$ cat config.mk
export PLATFORM = sky130hd
export DESIGN_NAME = branch_sequencer
export DESIGN_NICKNAME = d
export VERILOG_FILES = /design/src/rtl/branch_sequencer.sv
export SDC_FILE = /design/constraint.sdc
export NUM_CORES = 1
export LEC_CHECK = 0
export CORE_MARGIN = 4
export CORE_UTILIZATION = 44
export DETAILED_ROUTE_END_ITERATION = 6
export GPL_TIMING_DRIVEN = 0
export PLACE_DENSITY_LB_ADDON = 0.08
export RECOVER_POWER = 25
export SYNTH_ARGS = -nofsm -noshare
export SYNTH_HDL_FRONTEND = slang
export SYNTH_SLANG_ARGS = --single-unit
$ cat constraint.sdc
create_clock -name clock -period 1.8 [get_ports clock]
set_clock_uncertainty 0.15 [all_clocks]
set_input_delay 0.36 -clock clock [delete_from_list [all_inputs] [get_ports clock]]
set_output_delay 0.36 -clock clock [all_outputs]
set_load 0.01 [all_outputs]
$ cat src/rtl/branch_sequencer.sv
// Conditional-branch control-step sequencer: EVAL -> PC_TO_Y -> [ADD_OFF] -> COMMIT, Done 4 (or 3) cycles after Start.
// No backpressure: Start while busy, or in the COMMIT cycle, is dropped rather than queued.
module branch_sequencer #(
  parameter int COUNT_W        = 16,
  parameter bit SKIP_NOT_TAKEN = 1'b0
) (
  input  logic               clock,
  input  logic               reset,
  input  logic               Start,
  input  logic               Count_Clr,
  input  logic               CON_Out,
  output logic               Busy,
  output logic               Done,
  output logic               Taken,
  output logic               Gra,
  output logic               Rout,
  output logic               CON_In,
  output logic               PCout,
  output logic               Yin,
  output logic               Cout,
  output logic               ALU_Add,
  output logic               Zin,
  output logic               Zlowout,
  output logic               PCin,
  output logic [COUNT_W-1:0] Branch_Count,
  output logic [COUNT_W-1:0] Taken_Count
);

  typedef enum logic [2:0] {
    IDLE    = 3'd0,
    EVAL    = 3'd1,
    PC_TO_Y = 3'd2,
    ADD_OFF = 3'd3,
    COMMIT  = 3'd4
  } state_t;

  localparam logic [COUNT_W-1:0] CNT_MAX = '1;

  state_t               state_q, state_d;
  logic                 taken_q, taken_d;
  logic [COUNT_W-1:0]   branch_cnt_q, branch_cnt_d;
  logic [COUNT_W-1:0]   taken_cnt_q, taken_cnt_d;

  always_comb begin
    state_d      = state_q;
    taken_d      = taken_q;
    branch_cnt_d = branch_cnt_q;
    taken_cnt_d  = taken_cnt_q;

    case (state_q)
      IDLE:    if (Start) state_d = EVAL;
      EVAL:    state_d = PC_TO_Y;
      PC_TO_Y: state_d = (SKIP_NOT_TAKEN && !CON_Out) ? COMMIT : ADD_OFF;
      ADD_OFF: state_d = COMMIT;
      COMMIT:  state_d = IDLE;
      default: state_d = IDLE;
    endcase

    if (state_q == COMMIT) begin
      taken_d = CON_Out;
      if (branch_cnt_q != CNT_MAX) branch_cnt_d = branch_cnt_q + COUNT_W'(1);
      if (CON_Out && (taken_cnt_q != CNT_MAX)) taken_cnt_d = taken_cnt_q + COUNT_W'(1);
    end

    // Clear wins over a same-cycle commit increment; Taken is left alone.
    if (Count_Clr) begin
      branch_cnt_d = '0;
      taken_cnt_d  = '0;
    end
  end

  always_ff @(posedge clock) begin
    if (!reset) begin
      state_q      <= IDLE;
      taken_q      <= 1'b0;
      branch_cnt_q <= '0;
      taken_cnt_q  <= '0;
    end else begin
      state_q      <= state_d;
      taken_q      <= taken_d;
      branch_cnt_q <= branch_cnt_d;
      taken_cnt_q  <= taken_cnt_d;
    end
  end

  // Moore decode: each step owns exactly one bus driver.
  assign Gra     = (state_q == EVAL);
  assign Rout    = (state_q == EVAL);
  assign CON_In  = (state_q == EVAL);
  assign PCout   = (state_q == PC_TO_Y);
  assign Yin     = (state_q == PC_TO_Y);
  assign Cout    = (state_q == ADD_OFF);
  assign ALU_Add = (state_q == ADD_OFF);
  assign Zin     = (state_q == ADD_OFF);
  assign Zlowout = (state_q == COMMIT) && CON_Out;
  assign PCin    = (state_q == COMMIT) && CON_Out;
  assign Done    = (state_q == COMMIT);
  assign Busy    = (state_q != IDLE);

  assign Taken        = taken_q;
  assign Branch_Count = branch_cnt_q;
  assign Taken_Count  = taken_cnt_q;

endmodule
; Word-level counts from Yosys, hierarchy flattened
; Index checks and enable logic that the tools add are counted.
[op_classes]
addsub = 2
eq_ne = 7
mux = 2
bitwise_logic = 1
n_reduce_logical = 7
[ops]
columns = cell, count
row1 = $add 16x1->16 const B, 2
row2 = $ne 16x16->1 const B, 2
row3 = $pmux 3 s4, 1
row4 = $eq 3x2->1 const B, 2
row5 = $reduce_and 2->1, 2
row6 = $eq 3x1->1 const B, 1
row7 = $eq 3x3->1 const B, 1
row8 = $logic_not 3->1, 1
row9 = $mux 3, 1
row10 = $reduce_bool 3->1, 1
row11 = $logic_and 1x1->1, 2
row12 = $ne 2x2->1 const B, 1
row13 = $reduce_or 2->1, 1
row14 = $not 1->1, 1
[word_totals]
register_bits = 36
input_bits = 5

; Longest topological paths before layout
[depth]
ltp_word = 3
mapped_depth = 7
mapped_depth_nobuf = 6

; Worst setup path before layout
; No wires, ideal clock.
[synth_path]
kind = register -> register
startpoint = reg taken_cnt_q[0] (netlist: Taken_Count[0])
endpoint = reg taken_cnt_q[5] (netlist: Taken_Count[5])
arrival_ns = 1.736
required_ns = 1.579
slack_ns = -0.157
path_stages_with_launch = 7
path_buffers = 1
synth_period_minus_slack_ns = 1.957
path_cell_list = dfxtp_1 -> ha_1 -> and3_1 -> and4_1 -> clkbuf_1 -> or4_1 -> a21oi_1
[synth_between]
elab_chain_cells = 3
elab_cells_between_ends = 4
cone_classes = 1 x add/sub / 1 x eq/ne / 2 x reduce/logical
[synth_lines]
columns = element, line_no
row1 = "start, declared", 42  ; logic [COUNT_W-1:0] taken_cnt_q, taken_cnt_d;
row2 = "start signal, assigned", 82  ; taken_cnt_q <= taken_cnt_d;
row3 = "parallel branches: the longest is 3 deep, another holds $add 16x1->16", --
; Several ways; the timed one is not identified.
; A chain may end at the register's enable or synchronous reset.

; Worst setup path after layout
[layout_path]
startpoint = reg state_q[1]
endpoint = reg branch_cnt_q[6] (netlist: Branch_Count[6])
[layout_between]
elab_chain_cells = 2
[layout_lines]
columns = element, line_no
row1 = "start, declared", 39  ; state_t state_q, state_d;
row2 = "start signal, assigned", 79  ; state_q <= state_d;
row3 = $eq 3x3->1, 59  ; if (state_q == COMMIT) begin
row4 = $reduce_and 2->1 (no source line), --
row5 = "end signal, assigned", 81  ; branch_cnt_q <= branch_cnt_d;
row6 = "end, declared", 41  ; logic [COUNT_W-1:0] branch_cnt_q, branch_cnt_d;
; Every way passes these cells.

==> out/results.ini <==
[outcome]
run_status=finished, violations left
violations=setup timing

[min_path]
holdPathStages=1
worstHoldStart=Taken_Count[10]$_SDFFE_PP0P_
whs_endpoint=Taken_Count[10]$_SDFFE_PP0P_
worstHoldPathType=reg2reg

[synth]
yosysSeqAreaShare_pct=36.4
synth_area_leaders=dfxtp_1 (36%), nand4_1 (4.7%), nand2_1 (4.2%)
netlist_area_um2=1980
synth_top_area_share_pct=36.4
async_flop_share_pct=0
synth_flop_cell=dfxtp_1
synth-edff-count=0
synth_warnings=0
ys_ff_latch=36
synthCells=234
synth_cell_types=49
synthesis.nets=241
syn_avg_cell_area_um2=8.46
synth_top_area_cell=dfxtp_1

[place]
portBuffers=49
dp_slack_ns=-0.706
post_dp_cell_area_um2=2570
post-dp-hpwl_mm=3.75
gp_congestion=0.850

[route]
drc=0
wirelength_mm=6.06
via_count=2175
avgRoutedWirePerCell_um=16.7
first_pass_iters=4
ant_nets=0
drt_iter0_markers=116
viasPerCell=6.01

[setup_path]
critPathMaxFanout=4
crit_top_cell=buf_6
max_stage_delay_ns=0.52
worstPathCellList=buf_6 > and4bb_1 > buf_6 > buf_6 > nand3_2 > or4_1 > nand2_1
crit_slowest_cell=or4_1
crit_path_end_kind=register
ff2ff_path_depth=7
worst-path-buf-inv=3
cp.arrival_ns=1.92
r2r_end=Branch_Count[6]$_SDFFE_PP0P_
cpLargestDelayFamily=simple AND/OR/NAND/NOR gates
crit_type=reg2reg
crit_required_ns=1.88
r2r-start=state_q[1]$_SDFFE_PN0P_
r2r_slack_ns=-0.04
start_kind=register

[layout]
regArea_um2=769
syn2layout_area_growth_pct=54.9
multi_input_area_um2=1320
fillers=347
fin_area_um2=3070
finalNetCount=317
mostFrequentLayoutCell=clkdlybuf4s50_1
fin_util_pct=70.5
antennaDiodeCount=0
drive_gt1_share_pct=38.4
final_cell_mix=clkdlybuf4s50_1 (27), dfxtp_2 (24), buf_4 (24)

[sta]
slew_headroom_pct=61.8
period_share_pct=102
hold_viol=0
setup_tns_ns=-0.0545
setup_violations=2
grt_setup_unrepaired=true
postLayoutSetupSlackWorst_ns=-0.0397
tightest_slew_ns=0.572
fin_crit_ns=1.84
max_freq_mhz=544
slew_viol_final=0

[clock_tree]
clk_latency_ns=0.28
clockBufferDepth=2
root_buffer=clkbuf_8
cts_tree=done
path_clk_slew_ns=0.07
cts.sinks=36
cts_made_buffers=5
cts_max_level=2

[global_route]
overflow=0
busiest_layer=met2
antenna_found_initial=0
gr-usage-met2_pct=32.4
grt_max_degree=11
grt_pass1_vias=1984
grt.total_usage_pct=21.0
grtUsageMet1_pct=28.5
grt_use_met3_pct=4.67
grt_pass1_wl_mm=9.15

[power_and_ir_drop]
p_leak_uw=0.00119
power_density_nw_per_um2=531
power.total_uw=1630
peakVddDrop_uv=303

[floorplanning]
die_w_um=75.1
die_h_um=75.1
dieArea_um2=5640
pin_count=50
start_util_pct=45.5
num_rows=24
core-area_um2=4350

[flow_run]
maxCapViolCount=0

[cells in the mapped netlist (3+ instances only)]
master and n:
nand2_1 22, buf_4 7, nor3_1 7, nand4_1 15, and3_1 5, dfxtp_1 36, or4_1 4, nor3b_1 3
a21oi_1 16, nand2b_1 6, o41ai_1 4, clkbuf_1 4, nand3_1 13, o31ai_1 4, nor4_1 4, and4_1 5
and2_1 4, a211oi_1 3, nor2_1 8, o21ai_0 11, inv_1 3, a31oi_1 3, or3_1 8, mux2i_1 6
[worst max-delay path by stage]
stage / startpoint / to / slack, ns / depth (start not counted)
final: state_q[1]$_SDFFE_PN0P_ / Branch_Count[6]$_SDFFE_PP0P_ / -0.04 / 7
after global routing: state_q[1]$_SDFFE_PN0P_ / Branch_Count[6]$_SDFFE_PP0P_ / -0.1 / 7
after CTS: state_q[1]$_SDFFE_PN0P_ / Gra / -0.06 / 5
after detailed placement: reset / Taken_Count[3]$_SDFFE_PP0P_ / -0.71 / 6
after global placement: reset / Taken_Count[3]$_SDFFE_PP0P_ / -0.66 / 6
after floorplan: Taken_Count[1]$_SDFFE_PP0P_ / Taken_Count[5]$_SDFFE_PP0P_ / 0.007 / 6
[where the power goes]
group	total [µW]	internal, µW	switching, µW	leakage (µW)
combinational	192	112	80.1	0.000831
clock	630	341	289	0.0000503
sequential	807	798	8.94	0.000306
total	1630	1250	378	0.00119
[through the flow]
stage	instances	hold slack [ns]
floorplan	234	0.332
global placement	335	0.345
detailed placement	335	0.351
CTS	357	0.357
global route	362	0.361
finish	362	0.353
[layer usage]
metal  share of wire (%)  wire, µm
met5                   0         0
met1                  44      2690
met2                  49      2970
met4                 1.1        67
met3                 5.6       338
[final cells by class]
| class | count | share of cell area, % |
|---|---|---|
| multi-input cells | 178 | 43.1 |
| well taps | 52 | 2.12 |
| repair buffers | 73 | 22.8 |
| inverters | 5 | 0.693 |
| flip-flops and latches | 36 | 25.1 |
| clock buffers | 7 | 3.14 |
| plain buffers | 11 | 2.98 |
[logic make-up (layout without fill, tap and decap cells)]
kind of cell	Yosys count	after routing	share of synthesized area (%)
buffers and inverters	21	96	6.19
xor gates and xnor gates	2	2	0.885
AOI/OAI and AO/OA	52	52	16.7
and+or+nand+nor	115	116	35.6
DFF	36	36	36.4
adders and majority gates	2	2	1.26
muxes	6	6	3.03
[state kept, by name (all words and copies together), names as in the netlist]
name          cells
state_q           3
Taken             1
Taken_Count      16
Branch_Count     16
[timing repair]
item,CTS,global route
gates resized for setup,90,53
hold buffers,0,0
setup buffers,16,8
cloned,0,1
endpoints found under the setup margin,44,54
pin swaps,11,15
No activity file was read; power rests on OpenSTA's default activity.
